File: src/rtl/instr_mem_loader_pkg.sv
// Shared processor definitions used by the instruction memory loader:
// default memory geometry and the loader state encoding.
package instr_mem_loader_pkg;

   localparam int DEFAULT_ADDR_W = 16;
   localparam int DEFAULT_DATA_W = 16;

   typedef enum logic [2:0] {
      ST_IDLE   = 3'd0,
      ST_GET_HI = 3'd1,
      ST_GET_LO = 3'd2,
      ST_WRITE  = 3'd3,
      ST_DONE   = 3'd4
   } loader_state_t;

endpackage

File: src/rtl/instr_mem_loader.sv
// Instruction memory loader: assembles a big-endian byte stream into
// 16-bit instruction words and writes them to consecutive addresses
// through the instruction memory write port.
//
// state     | meaning
// ----------+------------------------------------------------------------
// ST_IDLE   | waiting for Start after reset; byte stream ignored
// ST_GET_HI | ByteReady=1, waiting for the high byte of the next word
// ST_GET_LO | ByteReady=1, waiting for the low byte of the next word
// ST_WRITE  | WrEn=1 for one cycle; advance address, count down words
// ST_DONE   | load finished, Done held; Start begins a new load
module instr_mem_loader
   import instr_mem_loader_pkg::*;
#(
   parameter int ADDR_W = DEFAULT_ADDR_W,
   parameter int DATA_W = DEFAULT_DATA_W
) (
   input  logic              Clk,
   input  logic              Rst_n,
   input  logic              Start,
   input  logic [ADDR_W-1:0] BaseAddr,
   input  logic [ADDR_W-1:0] WordCount,
   input  logic [7:0]        ByteIn,
   input  logic              ByteValid,
   output logic              ByteReady,
   output logic              WrEn,
   output logic [ADDR_W-1:0] WrAddr,
   output logic [DATA_W-1:0] WrData,
   output logic              Busy,
   output logic              Done
);

   loader_state_t     state;
   logic [ADDR_W-1:0] rem_cnt;

   // WrAddr is the address counter itself. The remaining counter starts at
   // WordCount; a count of 0 wraps to all ones on the first decrement, which
   // gives the full 2^ADDR_W words before it reaches 1.
   // FSM, counters and word assembly; all outputs are registered.
   always_ff @(posedge Clk) begin
      if (!Rst_n) begin
         state     <= ST_IDLE;
         rem_cnt   <= '0;
         WrAddr    <= '0;
         WrData    <= '0;
         ByteReady <= 1'b0;
         WrEn      <= 1'b0;
         Busy      <= 1'b0;
         Done      <= 1'b0;
      end else begin
         case (state)
            ST_IDLE, ST_DONE: begin
               if (Start) begin
                  WrAddr    <= BaseAddr;
                  rem_cnt   <= WordCount;
                  Done      <= 1'b0;
                  Busy      <= 1'b1;
                  ByteReady <= 1'b1;
                  state     <= ST_GET_HI;
               end
            end
            ST_GET_HI: begin
               if (ByteReady && ByteValid) begin
                  WrData[DATA_W-1 -: 8] <= ByteIn;
                  state                 <= ST_GET_LO;
               end
            end
            ST_GET_LO: begin
               if (ByteReady && ByteValid) begin
                  WrData[7:0] <= ByteIn;
                  ByteReady   <= 1'b0;
                  WrEn        <= 1'b1;
                  state       <= ST_WRITE;
               end
            end
            ST_WRITE: begin
               WrEn    <= 1'b0;
               WrAddr  <= WrAddr + ADDR_W'(1);
               rem_cnt <= rem_cnt - ADDR_W'(1);
               if (rem_cnt == ADDR_W'(1)) begin
                  Busy  <= 1'b0;
                  Done  <= 1'b1;
                  state <= ST_DONE;
               end else begin
                  ByteReady <= 1'b1;
                  state     <= ST_GET_HI;
               end
            end
            default: begin
               ByteReady <= 1'b0;
               WrEn      <= 1'b0;
               Busy      <= 1'b0;
               state     <= ST_IDLE;
            end
         endcase
      end
   end

endmodule

File: config.mk
export PLATFORM = sky130hd
export DESIGN_NAME = instr_mem_loader
export DESIGN_NICKNAME = d
export VERILOG_FILES = /design/src/rtl/instr_mem_loader_pkg.sv /design/src/rtl/instr_mem_loader.sv
export SDC_FILE = /design/constraint.sdc
export NUM_CORES = 1
export LEC_CHECK = 0
export CORE_UTILIZATION = 47
export DETAILED_ROUTE_END_ITERATION = 12
export PLACE_DENSITY = 0.88
export SLEW_MARGIN = 20
export SYNTH_ARGS = -nofsm -noshare
export SYNTH_HDL_FRONTEND = slang
export SYNTH_SLANG_ARGS = --single-unit
File: constraint.sdc
create_clock -name Clk -period 2.25 [get_ports Clk]
set_input_delay 0.45 -clock Clk [delete_from_list [all_inputs] [get_ports Clk]]
set_output_delay 0.45 -clock Clk [all_outputs]
set_load 0.05 [all_outputs]
Word level (Yosys, flattened, before mapping) --
Cells that the tools add are included.
Word-level totals: word-level logic and storage cells 58, bits in registers 55, output and inout port bits 36, input port bits 44
Cells by class: mux-type cells 20, bitwise gates (word level) 3, reduce and logical (&&, ||, !) cells 14, $add $sub $neg 2, eq/ne operators 10
Operator list (number):
- one-hot mux 16 bit (2 select lines) | 2
- two-way mux 16 bit | 2
- adder 16 x 1 -> 16 bit (second input constant) | 1
- == test 16 x 1 -> 1 bit (second input constant) | 1
- subtractor 16 x 1 -> 16 bit (second input constant) | 1
- two-way mux 3 bit | 4
- one-hot mux 3 bit (4 select lines) | 1
- inequality test 2 bit (second input constant) | 5
- AND reduction 3 bit | 3
- AND reduction 2 bit | 4
- two-way mux 1 bit | 7
- == test 3 x 2 -> 1 bit (second input constant) | 2
- one-hot mux 1 bit (2 select lines) | 2
- one-hot mux 1 bit (4 select lines) | 1
- AND reduction 4 bit | 1
- OR reduction 2 bit | 2
- == test 3 x 1 -> 1 bit (second input constant) | 1
- == test 3 bit (second input constant) | 1
- zero test 3 bit | 1
- NOT 1 bit | 3
- one-hot mux 1 bit (3 select lines) | 1
- OR reduction 3 bit | 1
- nonzero test 2 bit | 1
- logical AND 1 bit | 1

Logic depth before layout (Yosys ltp) --
depth after elaboration 4, mapped depth 6, gate-level depth less buffers 6

Worst setup path before layout --
No wires, ideal clock.
path type register to register, start point reg WrAddr[0], end point reg WrAddr[14], required time 2176 ps, arrival time 2012 ps, cell stages (with the launch flop) 6, path buffers 0, setup slack 164 ps, library setup time 74 ps, period minus slack after synthesis 2086 ps, path through dfxtp_1 > ha_1 > nand2_1 > or4_1 > or3_1 > a31oi_1
On the way: longest elaborated chain between the ends 2
RTL lines:
- from (decl) | line instr_mem_loader.sv:27 | output logic [ADDR_W-1:0] WrAddr,
- from (signal assigned) | line instr_mem_loader.sv:54 | WrAddr <= BaseAddr;
- from (signal assigned) | line instr_mem_loader.sv:78 | WrAddr <= WrAddr + ADDR_W'(1);
- adder 16 x 1 -> 16 bit | line instr_mem_loader.sv:78
- one-hot mux 16 bit (2 select lines) | line instr_mem_loader.sv:51 | case (state)
Every way passes these cells. A chain may end at the register's enable or synchronous reset.

Worst setup path after layout --
start point reg WrAddr[2], end point out WrAddr[2]
No word-level cell between the ends.

==> impl_metrics.toml <==
[outcome]
status = "finished, final reports clean"

[pwr]
p_leak_uw = 0.00135
power_frac_clock_pct = 25.0
powerDensity_nw_per_um2 = 591
intPower_uw = 1510
power_frac_seq_pct = 49.5
p_sw_share_pct = 32.4
peakVddDrop_mv = 0.284
comb_power_share_pct = 25.5
power_switching_uw = 726

[die]
die_h_um = 78.4
num_rows = 27
die_area_um2 = 6150
core_area_um2 = 5570
die_width_um = 78.4
start_util_pct = 49.3
io_pins = 80

[setup_path]
critPathRequiredTime_ps = 1800
max_stage_delay_ps = 880
arrival_ps = 1660
crit_family = "buffers and inverters"
worst-path-buf-inv = 1
cp_slowest_cell = "clkdlybuf4s50_1"
end_kind = "output port"
cp_max_fo = 7
worstSetupPathType = "flip-flop to output port"
critPathLaunchType = "flip-flop"
crit_chain = "clkdlybuf4s50_1"

[synthesis]
synth_edf_count = 0
synth_most_common_cell = "dfxtp_1"
avgSynthCellArea_um2 = 8.53
synth_area_leaders = "dfxtp_1 40%, mux2i_1 5.8%, nor2_1 4.9%"
syn_nets = 369
seq_area_frac_synth_pct = 40.1
async_flop_share_pct = 0
synth_area_um2 = 2750
synth_top_area_cell = "dfxtp_1"
synth-seq-cells = 55
yosysUniqueCellTypes = 57
synth_commonest_cells = "55 x dfxtp_1, 36 x nor2_1, 24 x a21oi_1, 24 x nand2_1"
synth_top_area_share_pct = 40.1
syn_inst = 322
synth_warnings = 0
synth_ff_type = "dfxtp_1"

[timing]
hold_slack_ps = 510
slew_viol_final = 0
finalHoldViolCount = 0
slew_headroom_pct = 54.5
worstMarginPinSlew_ps = 676
setup_tns_ps = 0
finalSetupViolCount = 0
rsz0062_at_grt = "no"
period_minus_slack_ps = 2110
skew_ps = 4.45
min_period_over_period_pct = 93.9
fmax_ghz = 0.473

[cts]
cts_sinks = 55
clkTransAtPathRegs_ps = 100
hold_buffers = 0
root_buffer = "clkbuf_8"
cts_buffers = 5
cts_setup_buffers = 0
clk_latency_ps = 310
cts_resized = 0
h-tree-depth = 2
cts_tree = "yes"
cts_max_path_buffers = 2

[cells_and_area]
fin_util_pct = 68.0
area.sequential_um2 = 1100
final_nets = 453
n_antenna_cell = 0
num-fill-cells = 468
multi_input_comb_area_um2 = 1540
layout-drive-gt1-share_pct = 9.58
area_delta_synth_final_pct = 38.0

[drt]
vias = 2869
wire_per_inst_um = 16.1
wl_um = 7730
ant_nets = 0
drtIter0Drc = 169
first_pass_iters = 5
drc_errors = 0
viasPerCell = 5.99

[global_routing]
grt_first_pass_wirelength_um = 12800
grt.total_usage_pct = 26.1
grt_pass1_vias = 2739
grt_max_degree = 32
antenna_found_initial = 0
grt_overflow = 0

[place]
place.gp.congestion = 0.869
hpwlAfterDp_um = 5660
io_buffers = 79

[worst_hold_path]
hold_class = "flip-flop to flip-flop"

[flow_run]
drv_cap = 0
logic make-up (layout without fill, tap and decap cells):
group / count (synthesis) / count (layout) / synth area share (%)
AND/OR/NAND/NOR: 121 / 121 / 23.6
AO/OA/AOI/OAI: 92 / 92 / 22.6
flip-flops: 55 / 55 / 40.1
buffers and inverters: 28 / 113 / 4.01
multiplexers: 19 / 19 / 7.06
XOR/XNOR: 4 / 4 / 1.28
adder cells (fa/ha/maj): 3 / 3 / 1.37
power by group through the flow:
stage                     registers [µW]  clock network, µW  logic [µW]
final                               1110                559         572
after CTS                           1110                568         568
after global routing                1120                611         612
after floorplan                     1210                  0         239
after global placement              1120                  0         552
after detailed placement            1130                  0         565
placed cells by master, fill, tap and decap left out, types with 3 or more instances in the layout:
cell,instances
clkdlybuf4s50_1,79
dfxtp_1,55
nor2_1,36
nand2_1,24
a21oi_1,24
buf_4,17
mux2i_1,16
nand3_1,13
o21ai_0,13
inv_1,8
o211ai_1,7
o21a_1,7
a31oi_1,6
nor3_1,6
a22oi_1,5
nand4_1,5
and3_1,5
a211oi_1,5
a311oi_1,5
clkbuf_8,5
or3_1,4
xor2_1,4
or4_1,3
nor4_1,3
a2bb2oi_1,3
mux2_2,3
ha_1,3
registers in the layout (all words and copies together), names as in the netlist:
name	cells
state	3
WrAddr	16
WrData	16
Busy	1
WrEn	1
Done	1
ByteReady	1
rem_cnt	16
final timing paths:
path                                start           to  slack (ps)  cells past startpoint
worst max-delay path            WrAddr[2]    WrAddr[2]         140                      1
worst min register to register       Done         Done         510                      1
worst min-delay path                 Done         Done         510                      1
worst max register to register   state[0]  rem_cnt[14]         250                      4
through the flow:
step | setup slack [ps] | total power [µW] | instance area, µm² | cells
5_1_grt | 84.9 | 2340 | 3790 | 479
4_1_cts | 146 | 2240 | 3790 | 479
6_report | 137 | 2240 | 3790 | 479
3_5_place_dp | 59.2 | 1690 | 3700 | 471
3_3_place_gp | 154 | 1680 | 3700 | 471
2_1_floorplan | 164 | 1450 | 2750 | 322
final cells by class:
cell class | instances | share of cell area (%)
clock buffer | 6 | 1.91
clock inverter | 2 | 0.462
inverter | 8 | 0.792
multi-input combinational | 239 | 40.6
sequential | 55 | 29.1
tap | 72 | 2.38
timing repair buffer | 97 | 24.8
routing by layer:
metal,routed length (µm),share of wire (%),GRT usage (%)
met4,157,2.0,10.9
met2,3700,48,42.4
met5,0,0,0
met1,3440,44,34.0
met3,429,5.6,4.42
Power figures use the tool's default switching activity.
